==> src/rtl/mealy_decoder_2bit_deser.sv <==
`default_nettype none
// ============================================================================
// Module   : mealy_decoder_2bit_deser
// Purpose  : Receive-side inverse of the 2-bit Mealy encoder (states 00/01/11).
//            Tracks the encoder state from the incoming y stream, recovers the
//            original x bits and deserialises them into W-bit words that are
//            presented on a valid/ready output register. A completed word that
//            cannot be stored sets a sticky overrun flag.
// Options  : OVR_CNT_EN - when defined, adds the saturating dropped-word
//            counter and its ovr_cnt output port.
// Revision : 1.0 - initial release
// ============================================================================
module mealy_decoder_2bit_deser #(
    parameter int W     = 8,
    parameter int CNT_W = 8
) (
    input  logic             clk,
    input  logic             rst,
    input  logic             y_in,
    input  logic             y_valid,
    input  logic             flush,
    output logic             x_out,
    output logic             x_valid,
    output logic [W-1:0]     word_out,
    output logic             word_valid,
    input  logic             word_ready,
    output logic             overrun,
    input  logic             clr_ovr
`ifdef OVR_CNT_EN
    ,
    output logic [CNT_W-1:0] ovr_cnt
`endif
);

    localparam int            BCW  = $clog2(W);
    localparam logic [BCW-1:0] LAST = BCW'(W - 1);

    // Reject out-of-range configurations at elaboration time.
    generate
        if ((W < 2) || (W > 32) || (CNT_W < 1)) begin : g_bad_param
            $error("mealy_decoder_2bit_deser: W must be 2..32 and CNT_W >= 1");
        end
    endgenerate

    typedef enum logic [1:0] {
        S00 = 2'b00,
        S01 = 2'b01,
        S10 = 2'b10,
        S11 = 2'b11
    } dstate_t;

    dstate_t        d_state;
    logic [BCW-1:0] bit_cnt;
    logic [W-1:0]   shreg;

    dstate_t        dec_next;
    logic           dec_ok;
    logic           dec_x;
    logic           accept;
    logic           word_done;
    logic           drop;
    logic [W-1:0]   full_word;

    // Decode table: recovered bit and next encoder state for the current y_in.
    always_comb begin
        dec_ok   = 1'b0;
        dec_x    = 1'b0;
        dec_next = S00;
        case (d_state)
            S00: begin
                dec_ok   = 1'b1;
                dec_x    = ~y_in;
                dec_next = y_in ? S00 : S01;
            end
            S01: begin
                dec_ok   = 1'b1;
                dec_x    = y_in;
                dec_next = y_in ? S11 : S01;
            end
            S11: begin
                dec_ok   = 1'b1;
                dec_x    = y_in;
                dec_next = y_in ? S00 : S11;
            end
            default: begin
                // Illegal state: the bit is thrown away and the tracker resyncs to 00.
                dec_ok   = 1'b0;
                dec_x    = 1'b0;
                dec_next = S00;
            end
        endcase
    end

    // Word completion and the full word as it will look after this edge.
    always_comb begin
        accept        = y_valid & ~flush & dec_ok;
        word_done     = accept & (bit_cnt == LAST);
        drop          = word_done & word_valid & ~word_ready;
        full_word     = shreg;
        full_word[W-1] = dec_x;
    end

    // Decoder state tracker, recovered-bit register and shift register.
    always_ff @(posedge clk or negedge rst) begin
        if (!rst) begin
            d_state <= S00;
            bit_cnt <= '0;
            shreg   <= '0;
            x_out   <= 1'b0;
            x_valid <= 1'b0;
        end else begin
            x_valid <= 1'b0;
            if (flush) begin
                // Flush wins over a bit sampled in the same cycle.
                d_state <= S00;
                bit_cnt <= '0;
                shreg   <= '0;
            end else if (y_valid) begin
                d_state <= dec_next;
                if (dec_ok) begin
                    x_out          <= dec_x;
                    x_valid        <= 1'b1;
                    shreg[bit_cnt] <= dec_x;
                    bit_cnt        <= (bit_cnt == LAST) ? '0 : bit_cnt + 1'b1;
                end
            end
        end
    end

    // Output word register with valid/ready handshake and sticky overrun.
    always_ff @(posedge clk or negedge rst) begin
        if (!rst) begin
            word_out   <= '0;
            word_valid <= 1'b0;
            overrun    <= 1'b0;
        end else begin
            if (word_done && (!word_valid || word_ready)) begin
                // A read in the same cycle frees the slot, so the new word lands.
                word_out   <= full_word;
                word_valid <= 1'b1;
            end else if (word_valid && word_ready) begin
                word_valid <= 1'b0;
            end

            // A drop in the same cycle as a clear leaves the flag set.
            if (drop) begin
                overrun <= 1'b1;
            end else if (clr_ovr) begin
                overrun <= 1'b0;
            end
        end
    end

`ifdef OVR_CNT_EN
    // Saturating dropped-word counter; a clear coinciding with a drop restarts at 1.
    always_ff @(posedge clk or negedge rst) begin
        if (!rst) begin
            ovr_cnt <= '0;
        end else if (drop) begin
            if (clr_ovr) begin
                ovr_cnt <= CNT_W'(1);
            end else if (!(&ovr_cnt)) begin
                ovr_cnt <= ovr_cnt + 1'b1;
            end
        end else if (clr_ovr) begin
            ovr_cnt <= '0;
        end
    end
`else
`endif

endmodule
`default_nettype wire

==> config.mk <==
export PLATFORM = sky130hd
export DESIGN_NAME = mealy_decoder_2bit_deser
export DESIGN_NICKNAME = d
export VERILOG_FILES = /design/src/rtl/mealy_decoder_2bit_deser.sv
export SDC_FILE = /design/constraint.sdc
export NUM_CORES = 1
export LEC_CHECK = 0
export BUFFER_PORTS_ARGS = -buffer_cell sky130_fd_sc_hd__buf_2
export CORE_MARGIN = 2
export CORE_UTILIZATION = 45
export DETAILED_ROUTE_END_ITERATION = 10
export PLACE_DENSITY = 0.66
export SLEW_MARGIN = 40
export SYNTH_ARGS = -nofsm -noshare
export SYNTH_HDL_FRONTEND = slang
export SYNTH_SLANG_ARGS = --single-unit
==> constraint.sdc <==
create_clock -name clk -period 2.6 [get_ports clk]
set_input_delay 0.52 -clock clk [delete_from_list [all_inputs] [get_ports clk]]
set_output_delay 0.52 -clock clk [all_outputs]
set_load 0.05 [all_outputs]
==> metrics.yaml <==
status:
  status: "finished, final reports clean"
global_route:
  grt_pass1_wl_mm: 3.24
  overflow: 0
  grt_pass1_vias: 748
  antenna_found_initial: 0
  track_usage_pct: 15.7
  grt_max_degree: 25
synth:
  synth.most_common_cell: "dfrtp_1"
  postSynth.asyncResetShare_pct: 100
  ys_warn_count: 0
  yosys.area_share.adder_pct: 2.25
  synthesis.nets: 106
  syn_avg_cell_area_um2: 11.4
  syn_inst: 97
  synth_xor_xnor_area_share_pct: 0
  synth_compound_area_share_pct: 15.1
  synth_area_leader_cell: "dfrtp_1"
  synthMuxAreaShare_pct: 10.0
  yosys.area.top_type_share_pct: 54.1
  synthTopCellsByCount: "dfrtp_1 (24), mux2_2 (9), o21ai_0 (9)"
  synth-simple-area-share_pct: 14.8
  ys_types: 26
  ys.flop_type: "dfrtp_1"
  ys_ff_latch: 24
  synth_top_family_by_area: "compound AO/OA/AOI/OAI gates"
  syn_area_um2: 1110
  synth_area_leaders: "dfrtp_1 (54%), mux2_2 (9.1%), o21ai_0 (4.1%)"
  ys_seq_area_share_pct: 54.1
  synth-edff-count: 0
clock_network:
  clk_pin_slew_ps: 130
  cts_made_buffers: 3
  cts_htree_levels: 1
  post-cts-setup-buffer-count: 0
  cts_tree: "yes"
  cts_root_buf: "clkbuf_4"
  cts.path.max_buffers: 2
  insertion_delay_ps: 300
  numClockSinks: 24
  ctsResizeCount: 0
  ctsHoldBuffers: 0
drt:
  vias: 810
  drc: 0
  dr.pass1.iters: 4
  via_per_inst: 5.63
  ant_nets: 0
  wl_mm: 1.96
  drt_iter0_drc: 5
  wl_per_cell_um: 13.6
sta:
  slew_viol_final: 0
  max_freq_mhz: 601
  rsz0062_at_grt: "no"
  finalCritPeriodShare_pct: 64.0
  tightestPinTransition_ps: 723
  slew_headroom_pct: 51.7
  hold_viol_final: 0
  final-setup-viol-count: 0
  setup_ws_ps: 936
  final.min_clock_period_ps: 1660
  finalHoldWorstSlack_ps: 165
  fin_setup_tns_ps: 0
  skew_ps: 5.09
final_layout:
  fillers: 194
  area_growth_pct: 13.2
  seqCellArea_um2: 601
  drive_above_1_share_pct: 31.0
  n_antenna_cell: 0
  finish.net_count: 126
  multiInputGateArea_um2: 468
place:
  place_hpwl_mm: 1.47
  finalWeightedCongestion: 0.748
  dp_slack_ps: 932
  port_buffers: 18
setup_path:
  cp.required_ps: 2800
  crit_end: "word_out[3]"
  endpoint_kind: "register"
  r2r_slack_ps: 940
  cp-start-kind: "register"
  critPathKind: "reg2reg"
  crit_arrival_ps: 1860
  rr_worst_depth: 5
  path_max_fanout: 8
  crit_start: "bit_cnt[0]"
  timing.rr.end: "word_out[3]"
  regToRegStartpoint: "bit_cnt[0]"
die:
  die_h_um: 53.7
  ios: 19
  die_w_um: 53.7
  start_util_pct: 48.8
  coreArea_um2: 2280
  num_rows: 17
  die_area_um2: 2880
worst_hold_path:
  holdCritPathClass: "in2async"
power_and_ir_drop:
  irDropWorstVdd_mv: 0.353
  leakagePower_nw: 0.621
  power_density_nw_per_um2: 529
flow_run:
  maxCapViolCount: 0
[worst min path at each step]
stage	cells after the start	slack [ps]	start	end
6_report	1	170	rst	word_out[0]
5_1_grt	1	190	rst	x_out
4_1_cts	1	180	rst	word_out[5]
3_5_place_dp	1	490	word_out[6]	word_out[6]
3_3_place_gp	1	480	word_out[0]	word_out[0]
2_1_floorplan	0	220	rst	bit_cnt[0]
[flip-flops by register name, indices dropped and copies added (netlist names)]
| register | count |
|---|---|
| word_out | 8 |
| shreg | 7 |
| bit_cnt | 3 |
| d_state | 2 |
| overrun | 1 |
| word_valid | 1 |
| x_out | 1 |
| x_valid | 1 |
[cell families (layout without fill, tap and decap cells)]
group,count (synthesis),in the layout
buf+inv,10,29
simple gates,26,26
mux,10,10
flops,24,24
compound gates,25,25
fa+ha+maj,2,2
[cells in the final DEF (no fill, tap or decap), drive strengths merged]
| cell | count |
|---|---|
| nor2b | 3 |
| and2 | 1 |
| clkbuf | 4 |
| o31ai | 3 |
| mux2 | 9 |
| nand4 | 1 |
| ha | 2 |
| o311ai | 4 |
| nand3 | 4 |
| mux2i | 1 |
| inv | 7 |
| buf | 18 |
| nor3b | 1 |
| nand2 | 5 |
| a31o | 1 |
| dfrtp | 24 |
| or2 | 2 |
| nor3 | 3 |
| or4 | 1 |
| a21oi | 4 |
| o311a | 3 |
| o22ai | 1 |
| nand2b | 5 |
| o21ai | 9 |
[metal layers]
layer	vias up	GRT usage [%]	share of wire [%]
li1	394	-	-
met2	11	26.2	50
met4	0	7.69	0.87
met3	2	2.50	2.7
met5	-	0	0
met1	403	19.7	46
[power breakdown]
part           total (W)  switching, W  internal [W]
Clock           0.000191      0.000106     0.0000854
Combinational  0.0000790     0.0000540     0.0000250
Sequential      0.000395     0.0000101      0.000385
[worst max-delay path, stage by stage, from the launching register on]
cell and delay (ps):
dfrtp_1 470, ha_1 230, ha_1 180, nor2b_2 170
nand4_4 160, mux2_2 350
[final cells by class]
cell class / instances / area share (%)
Inverter: 7 / 2.09
Sequential cell: 24 / 47.8
Clock buffer: 4 / 2.89
Timing Repair Buffer: 18 / 7.17
Multi-Input combinational cell: 63 / 37.3
Tap cell: 28 / 2.79
[stage by stage]
stage,area [µm²],cells,utilization (%),power (W)
6_report,1260,144,55.2,0.000665
2_1_floorplan,1110,97,-,0.000456
3_3_place_gp,1220,140,53.6,0.000480
4_1_cts,1260,144,55.2,0.000672
5_1_grt,1260,144,55.2,0.000701
3_5_place_dp,1220,140,53.6,0.000483
Note: power is estimated with default switching activity, not from simulation.
